===== config.mk =====
export PLATFORM = sky130hd
export DESIGN_NAME = mu0_control_unit_flat
export DESIGN_NICKNAME = d
export VERILOG_FILES = /design/src/rtl/mu0_control_unit_if.sv /design/src/rtl/mu0_control_unit.sv /design/src/flat_wrapper.sv
export SDC_FILE = /design/constraint.sdc
export NUM_CORES = 1
export LEC_CHECK = 0
export ABC_AREA = 1
export BUFFER_PORTS_ARGS = -buffer_cell sky130_fd_sc_hd__buf_4
export CAP_MARGIN = 0
export CORE_MARGIN = 2
export CORE_UTILIZATION = 37
export CTS_CLUSTER_DIAMETER = 120
export CTS_CLUSTER_SIZE = 8
export DETAILED_ROUTE_END_ITERATION = 7
export PLACE_DENSITY = 0.8
export SYNTH_ARGS = -nofsm -noshare
export SYNTH_HDL_FRONTEND = slang
export SYNTH_SLANG_ARGS = --single-unit

===== constraint.sdc =====
create_clock -name CLK -period 1.9 [get_ports CLK]
set_clock_uncertainty 0.2 [all_clocks]
set_input_delay 0.095 -clock CLK [delete_from_list [all_inputs] [get_ports CLK]]
set_output_delay 0.095 -clock CLK [all_outputs]
set_load 0.03 [all_outputs]

===== src/rtl/mu0_control_unit_if.sv =====
// MU0 control-unit bus: IR opcode, ACC value and memory handshake in, phase and datapath strobes out.
// master = datapath/memory side, slave = control unit.
interface mu0_control_unit_if #(
    parameter int DATA_W = 16,
    parameter int OP_W   = 4
);
    logic [OP_W-1:0]   OP;
    logic [DATA_W-1:0] ACC_OUT;
    logic              MEM_READY;
    logic              RESUME;

    logic              FETCH;
    logic              EXEC1;
    logic              EXEC2;
    logic              HALTED;
    logic              ILLEGAL;
    logic              IR_LOAD;
    logic              EXTRA;
    logic              MUX1;
    logic              MUX3;
    logic              SLOAD;
    logic              CNT_EN;
    logic              WREN;
    logic              SLOAD_ACC;
    logic              shift;
    logic              enable_acc;
    logic              add_sub;
    logic              mux4;
    logic [31:0]       RETIRED;

    modport master (
        output OP, ACC_OUT, MEM_READY, RESUME,
        input  FETCH, EXEC1, EXEC2, HALTED, ILLEGAL, IR_LOAD, EXTRA, MUX1, MUX3,
               SLOAD, CNT_EN, WREN, SLOAD_ACC, shift, enable_acc, add_sub, mux4, RETIRED
    );

    modport slave (
        input  OP, ACC_OUT, MEM_READY, RESUME,
        output FETCH, EXEC1, EXEC2, HALTED, ILLEGAL, IR_LOAD, EXTRA, MUX1, MUX3,
               SLOAD, CNT_EN, WREN, SLOAD_ACC, shift, enable_acc, add_sub, mux4, RETIRED
    );
endinterface


===== src/rtl/mu0_control_unit.sv =====
// MU0 control unit: FETCH/EXEC1/EXEC2/HALT sequencer and opcode decoder with memory wait states.
// Optional retired-instruction counter enabled by defining MU0_RETIRE_CNT_EN.
//   state | meaning
//   FETCH | read instruction into IR, wait for MEM_READY
//   EXEC1 | first execute phase; single-phase opcodes complete here
//   EXEC2 | memory-operand phase of LDA/ADD/SUB
//   HALT  | stopped after STP until RESUME
module mu0_control_unit #(
    parameter int DATA_W = 16,
    parameter int OP_W   = 4
) (
    input logic               CLK,
    input logic               RST_N,
    mu0_control_unit_if.slave bus
);

    localparam logic [OP_W-1:0] OP_LDA = OP_W'(4'h0);
    localparam logic [OP_W-1:0] OP_STA = OP_W'(4'h1);
    localparam logic [OP_W-1:0] OP_ADD = OP_W'(4'h2);
    localparam logic [OP_W-1:0] OP_SUB = OP_W'(4'h3);
    localparam logic [OP_W-1:0] OP_JMP = OP_W'(4'h4);
    localparam logic [OP_W-1:0] OP_JMI = OP_W'(4'h5);
    localparam logic [OP_W-1:0] OP_JEQ = OP_W'(4'h6);
    localparam logic [OP_W-1:0] OP_STP = OP_W'(4'h7);
    localparam logic [OP_W-1:0] OP_LDI = OP_W'(4'h8);
    localparam logic [OP_W-1:0] OP_LSL = OP_W'(4'h9);
    localparam logic [OP_W-1:0] OP_LSR = OP_W'(4'hA);
    localparam logic [OP_W-1:0] OP_ASR = OP_W'(4'hB);

    typedef enum logic [3:0] {
        ST_FETCH = 4'b0001,
        ST_EXEC1 = 4'b0010,
        ST_EXEC2 = 4'b0100,
        ST_HALT  = 4'b1000
    } state_t;

    state_t state_q, state_d;
    logic   illegal_q, illegal_d;

    logic acc_eq, acc_mi, ready;
    logic ir_load, extra, mux1, mux3, sload, cnt_en, wren, sload_acc, shift_s, enable_acc, mux4;

    assign acc_eq = (bus.ACC_OUT == '0);
    assign acc_mi = bus.ACC_OUT[DATA_W-1];
    assign ready  = bus.MEM_READY;

    always_ff @(posedge CLK or negedge RST_N) begin
        if (!RST_N) begin
            state_q   <= ST_FETCH;
            illegal_q <= 1'b0;
        end else begin
            state_q   <= state_d;
            illegal_q <= illegal_d;
        end
    end

    always_comb begin
        state_d    = state_q;
        illegal_d  = illegal_q;
        ir_load    = 1'b0;
        extra      = 1'b0;
        mux1       = 1'b0;
        mux3       = 1'b0;
        sload      = 1'b0;
        cnt_en     = 1'b0;
        wren       = 1'b0;
        sload_acc  = 1'b0;
        shift_s    = 1'b0;
        enable_acc = 1'b0;
        mux4       = 1'b0;
        unique case (state_q)
            ST_FETCH: begin
                ir_load = ready;
                if (ready) state_d = ST_EXEC1;
            end
            ST_EXEC1: begin
                case (bus.OP)
                    OP_LDA, OP_ADD, OP_SUB: begin
                        extra   = 1'b1;
                        mux1    = 1'b1;
                        mux3    = 1'b1;
                        state_d = ST_EXEC2;
                    end
                    OP_STA: begin
                        mux1   = 1'b1;
                        wren   = ready;
                        cnt_en = ready;
                        if (ready) state_d = ST_FETCH;
                    end
                    OP_JMP, OP_JMI, OP_JEQ: begin
                        // Unconditional jump, or a conditional one whose flag is set, loads PC
                        if ((bus.OP == OP_JMP) || ((bus.OP == OP_JMI) && acc_mi) ||
                            ((bus.OP == OP_JEQ) && acc_eq)) begin
                            mux1  = 1'b1;
                            sload = 1'b1;
                        end else begin
                            cnt_en = 1'b1;
                        end
                        state_d = ST_FETCH;
                    end
                    OP_STP: state_d = ST_HALT;
                    OP_LDI: begin
                        mux3       = 1'b1;
                        sload_acc  = 1'b1;
                        enable_acc = 1'b1;
                        cnt_en     = 1'b1;
                        state_d    = ST_FETCH;
                    end
                    OP_LSL, OP_LSR, OP_ASR: begin
                        enable_acc = 1'b1;
                        cnt_en     = 1'b1;
                        mux4       = (bus.OP == OP_LSR);
                        shift_s    = (bus.OP == OP_ASR);
                        state_d    = ST_FETCH;
                    end
                    default: begin
                        cnt_en    = 1'b1;
                        illegal_d = 1'b1;
                        state_d   = ST_FETCH;
                    end
                endcase
            end
            ST_EXEC2: begin
                mux1       = 1'b1;
                mux3       = (bus.OP == OP_LDA);
                sload_acc  = ready;
                enable_acc = ready;
                cnt_en     = ready;
                if (ready) state_d = ST_FETCH;
            end
            ST_HALT: begin
                if (bus.RESUME) begin
                    cnt_en  = 1'b1;
                    state_d = ST_FETCH;
                end
            end
            default: state_d = ST_FETCH;
        endcase
    end

    // Strobes are gated by RST_N so nothing fires while reset holds the state in FETCH
    assign bus.IR_LOAD    = ir_load & RST_N;
    assign bus.CNT_EN     = cnt_en & RST_N;
    assign bus.SLOAD      = sload & RST_N;
    assign bus.WREN       = wren & RST_N;
    assign bus.SLOAD_ACC  = sload_acc & RST_N;
    assign bus.enable_acc = enable_acc & RST_N;
    assign bus.shift      = shift_s & RST_N;
    assign bus.EXTRA      = extra;
    assign bus.MUX1       = mux1;
    assign bus.MUX3       = mux3;
    assign bus.mux4       = mux4;
    assign bus.add_sub    = (bus.OP == OP_ADD);

    assign bus.FETCH   = (state_q == ST_FETCH);
    assign bus.EXEC1   = (state_q == ST_EXEC1);
    assign bus.EXEC2   = (state_q == ST_EXEC2);
    assign bus.HALTED  = (state_q == ST_HALT);
    assign bus.ILLEGAL = illegal_q;

`ifdef MU0_RETIRE_CNT_EN
    logic [31:0] retired_q, retired_d;
    logic        retire;

    always_comb begin
        retire    = ((state_q == ST_EXEC1) || (state_q == ST_EXEC2)) &&
                    ((state_d == ST_FETCH) || (state_d == ST_HALT));
        retired_d = retired_q + 32'(retire);
    end

    always_ff @(posedge CLK or negedge RST_N) begin
        if (!RST_N) retired_q <= 32'd0;
        else        retired_q <= retired_d;
    end

    assign bus.RETIRED = retired_q;
`else
    assign bus.RETIRED = 32'd0;
`endif

endmodule


===== src/flat_wrapper.sv =====
// flat-port wrapper written by rule: the top's interface ports become plain ports
module mu0_control_unit_flat 
#(
    parameter int DATA_W = 16,
    parameter int OP_W   = 4
)
  (CLK, RST_N, bus_OP, bus_ACC_OUT, bus_MEM_READY, bus_RESUME, bus_FETCH, bus_EXEC1, bus_EXEC2, bus_HALTED, bus_ILLEGAL, bus_IR_LOAD, bus_EXTRA, bus_MUX1, bus_MUX3, bus_SLOAD, bus_CNT_EN, bus_WREN, bus_SLOAD_ACC, bus_shift, bus_enable_acc, bus_add_sub, bus_mux4, bus_RETIRED);
  mu0_control_unit_if #(.DATA_W(DATA_W), .OP_W(OP_W)) bus_i ();
  input logic CLK;
  input logic RST_N;
  input wire logic [$bits(bus_i.OP)-1:0] bus_OP;
  input wire logic [$bits(bus_i.ACC_OUT)-1:0] bus_ACC_OUT;
  input wire logic [$bits(bus_i.MEM_READY)-1:0] bus_MEM_READY;
  input wire logic [$bits(bus_i.RESUME)-1:0] bus_RESUME;
  output wire logic [$bits(bus_i.FETCH)-1:0] bus_FETCH;
  output wire logic [$bits(bus_i.EXEC1)-1:0] bus_EXEC1;
  output wire logic [$bits(bus_i.EXEC2)-1:0] bus_EXEC2;
  output wire logic [$bits(bus_i.HALTED)-1:0] bus_HALTED;
  output wire logic [$bits(bus_i.ILLEGAL)-1:0] bus_ILLEGAL;
  output wire logic [$bits(bus_i.IR_LOAD)-1:0] bus_IR_LOAD;
  output wire logic [$bits(bus_i.EXTRA)-1:0] bus_EXTRA;
  output wire logic [$bits(bus_i.MUX1)-1:0] bus_MUX1;
  output wire logic [$bits(bus_i.MUX3)-1:0] bus_MUX3;
  output wire logic [$bits(bus_i.SLOAD)-1:0] bus_SLOAD;
  output wire logic [$bits(bus_i.CNT_EN)-1:0] bus_CNT_EN;
  output wire logic [$bits(bus_i.WREN)-1:0] bus_WREN;
  output wire logic [$bits(bus_i.SLOAD_ACC)-1:0] bus_SLOAD_ACC;
  output wire logic [$bits(bus_i.shift)-1:0] bus_shift;
  output wire logic [$bits(bus_i.enable_acc)-1:0] bus_enable_acc;
  output wire logic [$bits(bus_i.add_sub)-1:0] bus_add_sub;
  output wire logic [$bits(bus_i.mux4)-1:0] bus_mux4;
  output wire logic [$bits(bus_i.RETIRED)-1:0] bus_RETIRED;
  assign bus_i.OP = bus_OP;
  assign bus_i.ACC_OUT = bus_ACC_OUT;
  assign bus_i.MEM_READY = bus_MEM_READY;
  assign bus_i.RESUME = bus_RESUME;
  assign bus_FETCH = bus_i.FETCH;
  assign bus_EXEC1 = bus_i.EXEC1;
  assign bus_EXEC2 = bus_i.EXEC2;
  assign bus_HALTED = bus_i.HALTED;
  assign bus_ILLEGAL = bus_i.ILLEGAL;
  assign bus_IR_LOAD = bus_i.IR_LOAD;
  assign bus_EXTRA = bus_i.EXTRA;
  assign bus_MUX1 = bus_i.MUX1;
  assign bus_MUX3 = bus_i.MUX3;
  assign bus_SLOAD = bus_i.SLOAD;
  assign bus_CNT_EN = bus_i.CNT_EN;
  assign bus_WREN = bus_i.WREN;
  assign bus_SLOAD_ACC = bus_i.SLOAD_ACC;
  assign bus_shift = bus_i.shift;
  assign bus_enable_acc = bus_i.enable_acc;
  assign bus_add_sub = bus_i.add_sub;
  assign bus_mux4 = bus_i.mux4;
  assign bus_RETIRED = bus_i.RETIRED;
  mu0_control_unit #(.DATA_W(DATA_W), .OP_W(OP_W)) u_core (.CLK(CLK), .RST_N(RST_N), .bus(bus_i));
endmodule

==> flow_summary.ini <==
[run_status]
status = complete, no violations

[yosys]
synth_edf_count = 0
ys_warn_count = 0
synth_top_area_cell = buf_4
synth_top_area_share_pct = 29.7
synthCells = 131
synth_most_common_cell = buf_4
synth_area_um2 = 810
syn_avg_cell_area_um2 = 6.18
yosysSeqAreaShare_pct = 15.6
synth-seq-cells = 5
synth_ff_type = dfrtp_1
synthTopCellsByCount = 32 x buf_4, 22 x nand2_1, 22 x nor2_1
ys_top_cells_by_area = buf_4 30%, dfrtp_1 12%, nand2_1 10%, nor2_1 10%, inv_1 6.5%
synthArstFlopShare_pct = 100
synth.distinct_cells = 24

[floorplan]
core_region_area_mm2 = 0.00202
die_x_um = 50.8
initial_core_util_pct = 40.0
pin_count = 73
rows = 16
dieArea_mm2 = 0.00258
die_h_um = 50.8

[global_routing]
grt_use_total_pct = 15.8
antenna_found_initial = 0
grt_overflow = 0
grt_pass1_vias = 804
grt_pass1_wl_um = 3240
grt_max_degree = 8

[drt]
wl_um = 2140
ant_nets = 0
wl_per_cell_um = 9.94
vias = 936
first_iter_violations = 23
via_per_inst = 4.35
drc = 0
drtPass1Iterations = 4

[job]
max_cap_viol_count = 0

[sta]
rsz0062_at_grt = yes
fmax_mhz = 529
hold_viol_final = 0
setup_viol = 0
period_share_pct = 99.5
tns_ps = 0
worst_slack_ps = 9.84
drv_slew = 0
period_needed_ps = 1890

[pwr]
leakage_uw = 0.000680
clkPwrFrac_pct = 15.1
cellInternalPower_uw = 425
p_switching_uw = 434
power.total_uw = 858
pwr-share-seq_pct = 20.4
power.density_mw_per_mm2 = 701
switching_share_pct = 50.5
vdd_drop_max_mv = 0.581
pwr-share-comb_pct = 64.5

[clock_tree]
clkLatencyLatePin_ps = 250
htreeDepth = 1
cts_buffer_depth = 2
cts_root_buf = clkbuf_4
clk_pin_slew_ps = 50
cts_sinks = 5
numCtsBuffers = 3
tritoncts = built

[critical_path]
slowest_delay_ps = 390
rr_endpoint = u_core.state_q[0]
cp_cell_sequence = inv_2, nand2_2, nor3_4, inv_4, nor2_4, nand3_2, a21oi_2, buf_6
rrSetupSlack_ps = 430
r2r_cells = 7
worstSetupStartpointType = flip-flop
critPathMaxFanout = 5
cp_data_required_time_ps = 1600
crit_slowest_cell = dfrtp_1
r2r-start = u_core.state_q[2]
arrival_ps = 1600
critPathCaptureType = primary output
critical_path_class = reg -> out

[place]
pre_cts_ws_ps = 171
port_buffers = 40
hpwl_um = 1700
gp_congestion = 0.926

[layout]
layout.nets = 213
multi_input_area_um2 = 523
regArea_um2 = 126
drive_gt1_share_pct = 38.8
nFillCells = 211
syn_to_final_growth_pct = 51.3
antenna_cells = 0

[hold_path]
hold_class = in -> reg
hp-start = bus_OP[3]
min_path_cells = 4
hold_path_end = u_core.state_q[1]
[worst max-delay path: cells and delay by family (launching register included)]
kind	cells	cell delay, ps
AND/OR/NAND/NOR	4	510
buffers and inverters	3	300
AO/OA/AOI/OAI	1	140
flip-flops	1	390
[cell usage in the layout (no fill, tap or decap)]
cell type,instances
o21ai_1,1
nand2_2,3
nor3_2,4
a21oi_1,2
a21oi_2,2
nand3_1,6
nor3_4,2
dfstp_2,1
dfrtp_1,4
inv_2,3
conb_1,32
a31o_2,1
nand2_1,21
clkbuf_1,1
nor2_2,1
o22ai_1,1
nand4_1,2
inv_1,14
dlygate4sd3_1,6
o21ai_0,2
buf_6,5
inv_4,2
o31ai_1,1
nand2_4,1
nor2_4,1
clkbuf_4,3
buf_4,43
nand3_2,1
nor2_1,21
a21o_1,1
[metrics by stage]
stage	util (%)	instance area, um^2	hold slack [ps]	cells
6_report	60.6	1220	43.8	215
5_1_grt	60.6	1220	49.5	215
4_1_cts	56.5	1140	36.3	208
3_5_place_dp	51.9	1050	-289	198
3_3_place_gp	51.9	1050	-293	198
2_1_floorplan	-	948	-401	162
[area by class of cell]
cell class,count,share of cell area [%]
inverter,19,6.23
sequential,5,10.3
timing repair buffer,54,35.9
multi-input combinational,106,42.7
clock buffer,4,2.15
tap,27,2.76
[how the worst max path moves through the flow]
| stage | startpoint | end | cells past startpoint |
|---|---|---|---|
| 2_1_floorplan | u_core.state_q[1] | bus_SLOAD_ACC | 5 |
| 5_1_grt | u_core.state_q[2] | bus_SLOAD_ACC | 8 |
| 4_1_cts | u_core.state_q[1] | bus_CNT_EN | 8 |
| 6_report | u_core.state_q[2] | bus_SLOAD_ACC | 8 |
| 3_3_place_gp | u_core.state_q[1] | bus_CNT_EN | 8 |
| 3_5_place_dp | u_core.state_q[1] | bus_CNT_EN | 8 |
[sequential cells by signal, indices dropped and copies added, names as in the netlist]
signal              count
u_core.state_q          4
u_core.bus.ILLEGAL      1
[metal layers]
| metal | vias up | part of all wire [%] | routed length [um] | global-route usage, % |
|---|---|---|---|---|
| met1 | 419 | 39 | 833 | 19.0 |
| met4 | 0 | 0.80 | 17 | 4.95 |
| met5 | - | 0 | 0 | 0 |
| met2 | 59 | 52 | 1110 | 28.5 |
| li1 | 456 | - | - | - |
| met3 | 2 | 8.4 | 179 | 2.38 |
[power by group through the flow]
stage / sequential, uW / combinational, uW / clock [uW]
2_1_floorplan: 191 / 373 / 0
3_3_place_gp: 172 / 488 / 0
3_5_place_dp: 175 / 493 / 0
4_1_cts: 173 / 521 / 131
5_1_grt: 176 / 595 / 142
6_report: 175 / 554 / 130
[cell families (layout without fill, tap and decap cells)]
group | count (synthesis) | in the layout | share of synthesized area, %
other | 1 | 32 | 0.463
AO/OA/AOI/OAI | 11 | 11 | 8.50
AND/OR/NAND/NOR | 63 | 63 | 36.3
buffers and inverters | 51 | 77 | 39.1
flip-flops | 5 | 5 | 15.6
[repair_timing]
item                                    CTS  global route
hold endpoints to repair                 10             1
setup buffers                             0             7
pin swaps                                 0             6
endpoints found under the setup margin    1             6
hold buffers                              6             1
gates resized for setup                   1             8
Note: power is estimated with default switching activity, not from simulation.
